**src/rtl/issue_pair_packer.sv**
```systemverilog
// Buffers in-order 16-bit instructions and packs up to two per cycle into an ALU/mem-branch bundle.
// Optional macro PAIR_RAW_CHECK_EN blocks pairing across a register dependency.
module issue_pair_packer #(
    parameter int unsigned DEPTH  = 4,
    parameter int unsigned ADDR_W = 2
) (
    input  logic        clk,
    input  logic        reset,
    input  logic        flush,
    input  logic        in_valid,
    output logic        in_ready,
    input  logic [15:0] in_instr,
    output logic        out_valid,
    input  logic        out_ready,
    output logic [6:0]  opcode1,
    output logic [4:0]  opcode2,
    output logic [1:0]  out_count
);
    localparam int unsigned CNT_W = ADDR_W + 1;
    localparam logic [4:0] OP_ADD = 5'b00100;
    localparam logic [4:0] OP_SUB = 5'b00011;
    localparam logic [4:0] OP_CMP = 5'b01000;
    localparam logic [4:0] OP_LD  = 5'b10001;
    localparam logic [4:0] OP_ST  = 5'b10000;
    localparam logic [4:0] OP_JMP = 5'b11100;
    localparam logic [4:0] OP_BR  = 5'b11010;
`ifdef PAIR_RAW_CHECK_EN
    localparam bit RAW_EN = 1'b1;
`else
    localparam bit RAW_EN = 1'b0;
`endif

    logic [15:0]       mem [DEPTH];
    logic [ADDR_W-1:0] wr_ptr, rd_ptr;
    logic [CNT_W-1:0]  count;
    logic [15:0]       head, nxt;
    logic [4:0]        h_op, n_op;
    logic              has_next, dep_hit, raw_fwd, raw_bwd;
    logic              pair, swap, load, push;
    logic [CNT_W-1:0]  pop_n;
    logic [6:0]        nxt_op1;
    logic [4:0]        nxt_op2;
    logic              unused_bits;

    function automatic logic is_g1(input logic [4:0] op);
        return (op == OP_ADD) || (op == OP_SUB) || (op == OP_CMP);
    endfunction

    function automatic logic is_g2(input logic [4:0] op);
        return (op == OP_LD) || (op == OP_ST) || (op == OP_JMP) || (op == OP_BR);
    endfunction

    assign head     = mem[rd_ptr];
    assign nxt      = mem[rd_ptr + ADDR_W'(1)];
    assign h_op     = head[15:11];
    assign n_op     = nxt[15:11];
    assign has_next = count >= CNT_W'(2);
    assign in_ready = (count != CNT_W'(DEPTH)) && !flush;
    assign push     = in_valid && in_ready;
    assign load     = (!out_valid || out_ready) && (count != '0) && !flush;
    assign unused_bits = ^{head[7:2], nxt[10:8]};

    // Younger reads (rs/rt) against the older writer's rd
    assign dep_hit = (nxt[7:5] == head[10:8]) || (nxt[4:2] == head[10:8]);
    assign raw_fwd = RAW_EN && dep_hit;
    assign raw_bwd = RAW_EN && dep_hit && (h_op == OP_LD);

    // Pairing decision; control transfers never take a younger partner
    always_comb begin
        pair = 1'b0;
        swap = 1'b0;
        if (has_next) begin
            if (is_g1(h_op) && is_g2(n_op) && !raw_fwd) begin
                pair = 1'b1;
            end else if ((h_op == OP_LD || h_op == OP_ST) && is_g1(n_op) && !raw_bwd) begin
                pair = 1'b1;
                swap = 1'b1;
            end
        end
    end

    // Slot contents; NP yields an all-zero bundle, UNK goes to slot 2
    always_comb begin
        nxt_op1 = '0;
        nxt_op2 = '0;
        if (pair && swap) begin
            nxt_op1 = {n_op, nxt[1:0]};
            nxt_op2 = h_op;
        end else if (pair) begin
            nxt_op1 = {h_op, head[1:0]};
            nxt_op2 = n_op;
        end else if (is_g1(h_op)) begin
            nxt_op1 = {h_op, head[1:0]};
        end else begin
            nxt_op2 = h_op;
        end
    end

    assign pop_n = load ? (pair ? CNT_W'(2) : CNT_W'(1)) : '0;

    always_ff @(posedge clk) begin
        if (push) mem[wr_ptr] <= in_instr;
    end

    always_ff @(posedge clk or posedge reset) begin
        if (reset) begin
            wr_ptr <= '0;
            rd_ptr <= '0;
            count  <= '0;
        end else if (flush) begin
            wr_ptr <= '0;
            rd_ptr <= '0;
            count  <= '0;
        end else begin
            wr_ptr <= wr_ptr + ADDR_W'(push);
            rd_ptr <= rd_ptr + ADDR_W'(pop_n);
            count  <= count + CNT_W'(push) - pop_n;
        end
    end

    // Bundle register: holds while stalled, clears when consumed with nothing to reload
    always_ff @(posedge clk or posedge reset) begin
        if (reset) begin
            out_valid <= 1'b0;
            opcode1   <= '0;
            opcode2   <= '0;
            out_count <= '0;
        end else if (flush) begin
            out_valid <= 1'b0;
            opcode1   <= '0;
            opcode2   <= '0;
            out_count <= '0;
        end else if (load) begin
            out_valid <= 1'b1;
            opcode1   <= nxt_op1;
            opcode2   <= nxt_op2;
            out_count <= pair ? 2'd2 : 2'd1;
        end else if (out_ready) begin
            out_valid <= 1'b0;
            opcode1   <= '0;
            opcode2   <= '0;
            out_count <= '0;
        end
    end
endmodule
```
**config.mk**
```make
export PLATFORM = sky130hd
export DESIGN_NAME = issue_pair_packer
export DESIGN_NICKNAME = d
export VERILOG_FILES = /design/src/rtl/issue_pair_packer.sv
export SDC_FILE = /design/constraint.sdc
export NUM_CORES = 1
export LEC_CHECK = 0
export BUFFER_PORTS_ARGS = -buffer_cell sky130_fd_sc_hd__buf_4
export CAP_MARGIN = 20
export CORE_ASPECT_RATIO = 0.9
export CORE_MARGIN = 2
export CORE_UTILIZATION = 28
export CTS_CLUSTER_DIAMETER = 100
export DETAILED_ROUTE_END_ITERATION = 7
export PLACE_DENSITY = 0.46
export SYNTH_ARGS = -nofsm -noshare
export SYNTH_HDL_FRONTEND = slang
export SYNTH_SLANG_ARGS = --single-unit
```
**constraint.sdc**
```tcl
create_clock -name clk -period 4.2 [get_ports clk]
set_clock_uncertainty 0.1 [all_clocks]
set_input_delay 0.84 -clock clk [delete_from_list [all_inputs] [get_ports clk]]
set_output_delay 0.84 -clock clk [all_outputs]
set_load 0.1 [all_outputs]
```
==> impl_metrics.ini, run 1 <==
[status]
run_status = finished, final reports clean

[routing]
first_pass_iters = 4
first_iter_violations = 66
vias = 1509
drt_drc_violations_left = 0
total_wire_length_after_detailed_routing_um = 4770
via_per_inst = 4.55
ant_nets = 0
wl_per_cell_um = 14.4

[synthesis]
netlist.top_cell.by_area = sky130_fd_sc_hd__edfxtp_1
ys_seq_area_frac = 0.575
synth_edf_count = 28
synthDistinctLibCells = 38
syn-instance-count = 176
ys_seq_elements = 50
netlist.area_leader.share = 0.347
synthesis.area_per_instance_um2 = 13.8
synth.cell_area_um2 = 2420
synth-warning-count = 0
ys.flop_type = sky130_fd_sc_hd__edfxtp_1
largest_cells_by_area_after_synthesis = sky130_fd_sc_hd__edfxtp_1 35%, sky130_fd_sc_hd__dfrtp_1 23%, sky130_fd_sc_hd__mux4_2 10%, sky130_fd_sc_hd__mux4_1 3.3%, sky130_fd_sc_hd__ha_1 2.6%
postSynth.asyncResetShare = 0.440
postSynthNetCount = 203

[floorplan]
placement_rows = 32
io_pins = 37
total_die_area_um2 = 9410
initial_core_util = 0.285
fp.dieW_um = 102
core_um2 = 8490
floorplan.die.height_um = 92.2

[grt]
grt.overflow.total = 0
grtUsageTotal = 0.110
pin_count_of_the_biggest_net_entering_global_routing = 23
grt_pass1_vias = 1477
grt_first_pass_wirelength_um = 7800
antenna_found_initial = 0

[power_and_ir_drop]
vdd.ir_drop.worst_mv = 0.186
power-per-cell-area_nw_per_um2 = 570
leakagePower_nw = 1.19

[clocking]
clkTransAtPathRegs_ns = 0.10
clock_sink_count = 50
cts_tree = built
clk_path_buf_depth = 2
post_cts.resized_instances = 0
clk-insertion-delay-late_ns = 0.30
postCtsSetupBuffers = 0
cts_inserted_buffers = 5
number_of_h_tree_levels = 2
cts.hold.buffers_added = 0
cts.root.buffer_cell = sky130_fd_sc_hd__clkbuf_8

[sta]
worst_slew_pin_tran_ns = 0.822
finalCriticalPeriod_ns = 3.81
final_worst_slack_ns = 0.391
report.final.hold_viol_count = 0
grt_setup_unrepaired = no
finalSetupTns_ns = 0
share_of_the_clock_period_used_by_the_worst_path = 0.907
timing.final.setup_violations = 0
report.final.slew_viol_count = 0
fmax_ghz = 0.263
hold-worst-slack_ns = 0.389
slew_headroom = 0.451

[placed_design]
port_buffers = 27
place.detailed.instances = 324
place_ws_ns = 0.391
place.detailed.hpwl_um = 3600
finalWeightedCongestion = 0.856

[setup_path]
slowest_stage = sky130_fd_sc_hd__mux4_1
timing_worst_setup_path_type = reg -> reg
critPathCaptureType = flip-flop
crit_required_ns = 4.30
worstPathArrival_ns = 3.91
start_kind = flip-flop
crit_path_cell_trace = mux4_1 > nor4b_1 > nor3_2 > nor4_4 > nor2_2 > ha_1 > inv_1 > fa_1 > xor2_1 > xnor2_1 > nor2_1
crit_path_max_incr_delay_ns = 0.75
timing.critical_path.fanout_max = 8

[layout]
fin_nets = 239
instances_no_fill = 332
area_growth_pct = 19.8
num_antenna_cells = 0
final_layout_size_suffix_gt1_frac = 0.282
finalCoreUtilization = 0.342

[worst_hold_path]
hold_path.class = reg -> reg

[job]
drv_cap = 0
[final timing paths]
path / startpoint / end / slack [ns] / depth (start not counted)
hold reg to reg: opcode1[3] / opcode1[3] / 0.39 / 1
hold / removal: opcode1[3] / opcode1[3] / 0.39 / 1
max in group asynchronous: reset / wr_ptr[0] / 2.90 / 2
min in group asynchronous: reset / opcode1[6] / 0.59 / 2
setup reg to reg: rd_ptr[0] / count[2] / 0.39 / 11
setup / recovery: rd_ptr[0] / count[2] / 0.39 / 11
[final cells by class]
| cell class | instances | area, µm² |
|---|---|---|
| repair buffers | 35 | 263 |
| inverters | 10 | 37.5 |
| flip-flops and latches | 50 | 1390 |
| multi-input cells | 110 | 963 |
| well taps | 119 | 149 |
| fillers | 851 | 5590 |
| clock inverters | 3 | 28.8 |
| clock buffers | 5 | 68.8 |
[cell usage after synthesis, types with 5 or more instances]
library cell and instances:
sky130_fd_sc_hd__inv_1 10, sky130_fd_sc_hd__nor2b_1 5, sky130_fd_sc_hd__ha_1 5, sky130_fd_sc_hd__nor2_1 16
sky130_fd_sc_hd__mux4_2 11, sky130_fd_sc_hd__nor3_1 7, sky130_fd_sc_hd__nand2_1 11, sky130_fd_sc_hd__a22oi_1 6
sky130_fd_sc_hd__a21oi_1 6, sky130_fd_sc_hd__edfxtp_1 28, sky130_fd_sc_hd__o21ai_0 9, sky130_fd_sc_hd__dfrtp_1 22
[sequential cells by signal, indices dropped and copies added (netlist names)]
register / cells
count: 3
mem: 28
opcode1: 7
opcode2: 5
out_count: 2
out_valid: 1
rd_ptr: 2
wr_ptr: 2
[metrics by stage]
stage,area (µm²),power (mW)
finish,2900,1.65
global route,2900,1.76
CTS,2900,1.68
detailed placement,2800,1.37
global placement,2800,1.37
floorplan,2420,1.20
[placed cells by master (no fill, tap or decap), types with 2 or more instances in the layout]
master / instances
sky130_fd_sc_hd__xor2_1: 3
sky130_fd_sc_hd__clkbuf_8: 5
sky130_fd_sc_hd__nor2b_1: 5
sky130_fd_sc_hd__nand2_1: 11
sky130_fd_sc_hd__nor3_1: 7
sky130_fd_sc_hd__nor4b_1: 2
sky130_fd_sc_hd__edfxtp_1: 28
sky130_fd_sc_hd__xnor2_1: 3
sky130_fd_sc_hd__buf_4: 35
sky130_fd_sc_hd__dfrtp_1: 22
sky130_fd_sc_hd__a22o_1: 2
sky130_fd_sc_hd__mux4_2: 11
sky130_fd_sc_hd__a21oi_1: 5
sky130_fd_sc_hd__a22oi_1: 6
sky130_fd_sc_hd__ha_1: 5
sky130_fd_sc_hd__o21ai_0: 9
sky130_fd_sc_hd__clkinv_4: 2
sky130_fd_sc_hd__inv_1: 10
sky130_fd_sc_hd__a21o_1: 3
sky130_fd_sc_hd__nor2_1: 16
sky130_fd_sc_hd__nand3_1: 2
sky130_fd_sc_hd__mux4_1: 3
[worst max-delay path, delay by kind of cell (launching register included)]
kind	cells	cell delay [ns]
xor+xnor	2	0.30
fa+ha+maj	2	0.73
buf+inv	1	0.05
flops	1	0.58
mux	1	0.75
simple gates	5	1.19
[power by group]
group	internal (mW)	total (mW)	switching, mW
clock	0.124	0.298	0.175
sequential	0.577	0.635	0.0581
combinational	0.252	0.719	0.467
total	0.953	1.65	0.700
[cell families (layout without fill, tap and decap cells)]
group,count (synthesis),after routing,share of synthesized area
AND/OR/NAND/NOR,55,55,0.128
flip-flops,50,50,0.575
AO/OA/AOI/OAI,28,28,0.0718
buffers and inverters,16,53,0.0289
multiplexers,15,15,0.141
adder cells (fa/ha/maj),6,6,0.0341
XOR/XNOR,6,6,0.0217
[layer usage]
metal  part of all wire  GRT usage  vias to the layer above
met2               0.47      0.173                       36
li1                   -          -                      734
met4             0.0084     0.0300                        0
met1               0.47      0.149                      734
met5                  0          0                        -
met3              0.051     0.0313                        5
No activity file was read; power rests on OpenSTA's default activity.
==> run 2, diff against run 1 <==
- clock period: 4.2 -> 4.7 ns (I/O delays scaled with it)
==> run 2 against run 1 <==
Clock power decreased by 9.1%. Flip-flop and latch count did not move. Critical path depth grew 1. Register-to-register slack improved by 0.44 ns. Power is 11% lower. Sequential power is 11% lower. Via count fell by 0.86%. Sequential share of layout area increased by 0.44 points. Largest power group unchanged.
==> impl_metrics.ini, run 2 (same netlist as run 1, synthesis figures left out) <==
[layout]
largest_register_ffs = 28
fillerInstances = 859
fin_nets = 236
final_layout_size_suffix_gt1_frac = 0.267
seq_area_um2 = 1390
multi_input_comb_area_um2 = 960
registers_with_the_most_flip_flops = mem: 28 flops, opcode1: 7 flops, opcode2: 5 flops
mostFrequentLayoutCells = 32 x sky130_fd_sc_hd__buf_4, 28 x sky130_fd_sc_hd__edfxtp_1, 22 x sky130_fd_sc_hd__dfrtp_1
final_cell_area_um2 = 2880
finalCoreUtilization = 0.339
layout.cells.most_common = sky130_fd_sc_hd__buf_4
num_antenna_cells = 0
area_growth_pct = 18.8
top_register = mem

[job]
drv_cap = 0

[routing]
total_wire_length_after_detailed_routing_um = 4800
vias = 1496
first_pass_iters = 4
drt_drc_violations_left = 0
ant_nets = 0
wl_per_cell_um = 14.6
via_per_inst = 4.55
first_iter_violations = 77

[sta]
grt_setup_unrepaired = no
report.final.hold_viol_count = 0
finalCriticalPeriod_ns = 3.87
finalSetupTns_ns = 0
worst_slew_pin_tran_ns = 0.882
fmax_ghz = 0.258
slew_headroom = 0.411
report.final.slew_viol_count = 0
share_of_the_clock_period_used_by_the_worst_path = 0.824
timing.final.setup_violations = 0

[grt]
antenna_found_initial = 0
grt_pass1_vias = 1498
grt.overflow.total = 0
grt_first_pass_wirelength_um = 7850
grtUsageTotal = 0.110
pin_count_of_the_biggest_net_entering_global_routing = 23

[clocking]
cts_tree = built
cts.root.buffer_cell = sky130_fd_sc_hd__clkbuf_8
postCtsSetupBuffers = 0
post_cts.resized_instances = 0
cts_inserted_buffers = 5
number_of_h_tree_levels = 2
clock_sink_count = 50
cts.hold.buffers_added = 0
clkTransAtPathRegs_ns = 0.11
clk-insertion-delay-late_ns = 0.31
clk_path_buf_depth = 2

[setup_path]
timing_worst_setup_path_type = reg -> reg
r2r-end = count[2]
crit_required_ns = 4.81
rr_startpoint = rd_ptr[0]
timing.critical_path.fanout_max = 8
reg2reg_depth = 12
worstPathArrival_ns = 3.98
critPathCaptureType = flip-flop
reg2reg_setup_slack_ns = 0.83
start_kind = flip-flop

[floorplan]
placement_rows = 32
floorplan.die.height_um = 92.2
total_die_area_um2 = 9410
fp.dieW_um = 102
io_pins = 37
core_um2 = 8490
initial_core_util = 0.285

[worst_hold_path]
hold_path_end = opcode1[3]
min_path_cells = 1
hold_path.class = reg -> reg
min-delay-start = opcode1[3]

[power_and_ir_drop]
total_power_mw = 1.47
power-per-cell-area_nw_per_um2 = 510
vdd.ir_drop.worst_mv = 0.158
leakagePower_nw = 1.17

[placed_design]
port_buffers = 27
finalWeightedCongestion = 0.889
place.detailed.hpwl_um = 3550
placement.cell_area_um2 = 2780

[status]
run_status = finished, final reports clean
[run 2: changes by cell type in the layout (fill, tap and decap cells not counted)]
cell                      before  now
sky130_fd_sc_hd__a21oi_1       5    6
sky130_fd_sc_hd__buf_4        35   32
sky130_fd_sc_hd__a21oi_2       1    0
[run 2: worst max-delay path by stage]
stage | from | endpoint | depth (start not counted)
detailed placement | rd_ptr[0] | count[2] | 12
global placement | rd_ptr[0] | count[2] | 12
global route | rd_ptr[0] | count[2] | 12
floorplan | flush | count[2] | 11
CTS | rd_ptr[0] | count[2] | 12
finish | rd_ptr[0] | count[2] | 12
[run 2: stage by stage]
| stage | setup slack, ns | hold slack (ns) | instances |
|---|---|---|---|
| floorplan | 0.302 | 0.454 | 176 |
| finish | 0.828 | 0.387 | 329 |
| CTS | 0.765 | 0.393 | 329 |
| detailed placement | 0.811 | 0.368 | 321 |
| global route | 0.558 | 0.420 | 329 |
| global placement | 0.821 | 0.365 | 321 |
[run 2: area by class of cell]
cell class	count	area share
sequential	50	0.484
multi-input combinational	110	0.334
timing repair buffer	32	0.0836
tap	119	0.0518
clock buffer	5	0.0239
inverter	10	0.0131
clock inverter	3	0.0100
[run 2: worst max-delay path: stages (launching register included)]
cell and delay, ns:
sky130_fd_sc_hd__dfrtp_1 0.58, sky130_fd_sc_hd__buf_4 0.28, sky130_fd_sc_hd__mux4_2 0.61, sky130_fd_sc_hd__nor4b_1 0.37, sky130_fd_sc_hd__nor3_2 0.14, sky130_fd_sc_hd__nor4_4 0.44
sky130_fd_sc_hd__nor2_2 0.13, sky130_fd_sc_hd__ha_1 0.30, sky130_fd_sc_hd__inv_1 0.05, sky130_fd_sc_hd__fa_1 0.42, sky130_fd_sc_hd__xor2_1 0.17, sky130_fd_sc_hd__xnor2_1 0.14
sky130_fd_sc_hd__nor2_1 0.05
[run 2: metal layers]
layer	part of all wire	track usage	vias to the layer above
met5	0	0	-
met1	0.52	0.156	731
met2	0.43	0.168	33
met4	0.0077	0.0300	0
met3	0.042	0.0282	4
li1	-	-	728
[run 2: report_power, final]
| group | switching, mW | internal (mW) |
|---|---|---|
| combinational | 0.418 | 0.215 |
| sequential | 0.0474 | 0.516 |
| clock | 0.161 | 0.111 |
==> run 3, diff against run 2 <==
- clock period: 4.7 -> 4 ns (I/O delays scaled with it)
==> run 3 against run 2 <==
Maximum frequency grew 6.3%. Sequential share of layout area shrank 0.54 points. Largest power group unchanged. Combinational power grew 19%.
==> impl_metrics.ini, run 3 (same netlist as run 1, synthesis figures left out) <==
[layout]
fin_nets = 240
top_register = mem
area_growth_pct = 20.2
num_antenna_cells = 0
mostFrequentLayoutCells = 36 x sky130_fd_sc_hd__buf_4, 28 x sky130_fd_sc_hd__edfxtp_1, 21 x sky130_fd_sc_hd__dfrtp_1
finalCoreUtilization = 0.343
largest_register_ffs = 28
final_cell_area_um2 = 2910
instances_no_fill = 333
registers_with_the_most_flip_flops = mem: 28 flops, opcode1: 7 flops, opcode2: 5 flops
layout.cells.most_common = sky130_fd_sc_hd__buf_4
fillerInstances = 848
final_layout_size_suffix_gt1_frac = 0.290
seq_area_um2 = 1390
multi_input_comb_area_um2 = 963

[sta]
finalSetupTns_ns = 0
final_worst_slack_ns = 0.358
report.final.slew_viol_count = 0
finalCriticalPeriod_ns = 3.64
report.final.hold_viol_count = 0
slew_headroom = 0.439
share_of_the_clock_period_used_by_the_worst_path = 0.910
hold-worst-slack_ns = 0.386
worst_slew_pin_tran_ns = 0.841
fmax_ghz = 0.275
timing.final.setup_violations = 0
grt_setup_unrepaired = no

[grt]
grt_pass1_vias = 1551
pin_count_of_the_biggest_net_entering_global_routing = 23
grtUsageTotal = 0.116
grt.overflow.total = 0
antenna_found_initial = 0
grt_first_pass_wirelength_um = 8140

[placed_design]
place_ws_ns = 0.229
place.detailed.hpwl_um = 3650
finalWeightedCongestion = 0.871
placement.cell_area_um2 = 2810
port_buffers = 27
place.detailed.instances = 325

[floorplan]
io_pins = 37
fp.dieW_um = 102
placement_rows = 32
core_um2 = 8490
total_die_area_um2 = 9410
floorplan.die.height_um = 92.2
initial_core_util = 0.285

[clocking]
clkTransAtPathRegs_ns = 0.10
cts_inserted_buffers = 5
cts.root.buffer_cell = sky130_fd_sc_hd__clkbuf_8
clk-insertion-delay-late_ns = 0.31
cts_tree = built
clock_sink_count = 50
clk_path_buf_depth = 2
number_of_h_tree_levels = 2
cts.hold.buffers_added = 0

[worst_hold_path]
min_path_cells = 1
min-delay-start = opcode1[2]
hold_path.class = reg -> reg
hold_path_end = opcode1[2]

[setup_path]
rr_startpoint = rd_ptr[0]
reg2reg_depth = 13
timing.critical_path.fanout_max = 8
timing_worst_setup_path_type = reg -> reg
reg2reg_setup_slack_ns = 0.36
worst-path-buf-inv = 2
critPathCaptureType = flip-flop
start_kind = flip-flop
crit_family = simple AND/OR/NAND/NOR gates
crit_path_max_incr_delay_ns = 0.72
slowest_stage = sky130_fd_sc_hd__mux4_1
r2r-end = count[2]
crit_required_ns = 4.12
crit_path_cell_trace = mux4_1 > and4bb_2 > nor3_2 > nor2_1 > a21oi_1 > ha_1 > inv_1 > ha_1 > inv_1 > fa_1 > xor2_1 > xnor2_1 > nor2_1
worstPathArrival_ns = 3.76

[status]
run_status = finished, final reports clean

[routing]
total_wire_length_after_detailed_routing_um = 4930
via_per_inst = 4.68
first_iter_violations = 63
vias = 1558
first_pass_iters = 4
drt_drc_violations_left = 0
ant_nets = 0
wl_per_cell_um = 14.8

[power_and_ir_drop]
total_power_mw = 1.74
power-per-cell-area_nw_per_um2 = 598
leakagePower_nw = 1.19
vdd.ir_drop.worst_mv = 0.230

[job]
drv_cap = 0
run 3: cell types whose count changed in the layout (fill, tap and decap cells not counted):
cell,before,now
sky130_fd_sc_hd__a21oi_2,0,1
sky130_fd_sc_hd__dfrtp_2,0,1
sky130_fd_sc_hd__dfrtp_1,22,21
sky130_fd_sc_hd__a21oi_1,6,5
sky130_fd_sc_hd__buf_4,32,36
run 3: routing by layer:
| metal | GRT usage | vias to the layer above | part of all wire |
|---|---|---|---|
| li1 | - | 738 | - |
| met1 | 0.152 | 766 | 0.46 |
| met2 | 0.182 | 46 | 0.46 |
| met3 | 0.0297 | 8 | 0.060 |
| met4 | 0.0456 | 0 | 0.016 |
| met5 | 0 | - | 0 |
run 3: power by group:
group          internal, mW  leakage, nW  switching [mW]  total (mW)
Clock                 0.130       0.0502           0.185       0.315
Combinational         0.264        0.592           0.492       0.756
Sequential            0.607        0.552          0.0630       0.670
run 3: area by class of cell:
class	instances	share of cell area
inverter	10	0.0129
clock inverter	3	0.00989
multi-input combinational	110	0.331
clock buffer	5	0.0236
timing repair buffer	36	0.0929
tap	119	0.0512
sequential	50	0.479
run 3: worst max path at each step:
stage                   start  endpoint  slack [ns]  cells after the start
global placement    rd_ptr[0]  count[2]        0.25                     13
floorplan               flush  count[2]        0.46                     11
finish              rd_ptr[0]  count[2]        0.36                     13
global route        rd_ptr[0]  count[2]        0.13                     13
CTS                 rd_ptr[0]  count[2]        0.20                     13
detailed placement  rd_ptr[0]  count[2]        0.23                     13
run 3: what timing repair did:
item,CTS,global route
setup endpoints to repair,0,1
resized for setup,0,1
buffers inserted,0,0
endpoints found under the hold margin,0,0
run 3: worst reg2reg max path, stage by stage, from the launching register on:
cell and delay [ns]:
sky130_fd_sc_hd__dfrtp_2 0.50, sky130_fd_sc_hd__mux4_1 0.72, sky130_fd_sc_hd__and4bb_2 0.31, sky130_fd_sc_hd__nor3_2 0.34
sky130_fd_sc_hd__nor2_1 0.11, sky130_fd_sc_hd__a21oi_1 0.24, sky130_fd_sc_hd__ha_1 0.27, sky130_fd_sc_hd__inv_1 0.05
sky130_fd_sc_hd__ha_1 0.13, sky130_fd_sc_hd__inv_1 0.05, sky130_fd_sc_hd__fa_1 0.37, sky130_fd_sc_hd__xor2_1 0.17
sky130_fd_sc_hd__xnor2_1 0.13, sky130_fd_sc_hd__nor2_1 0.05
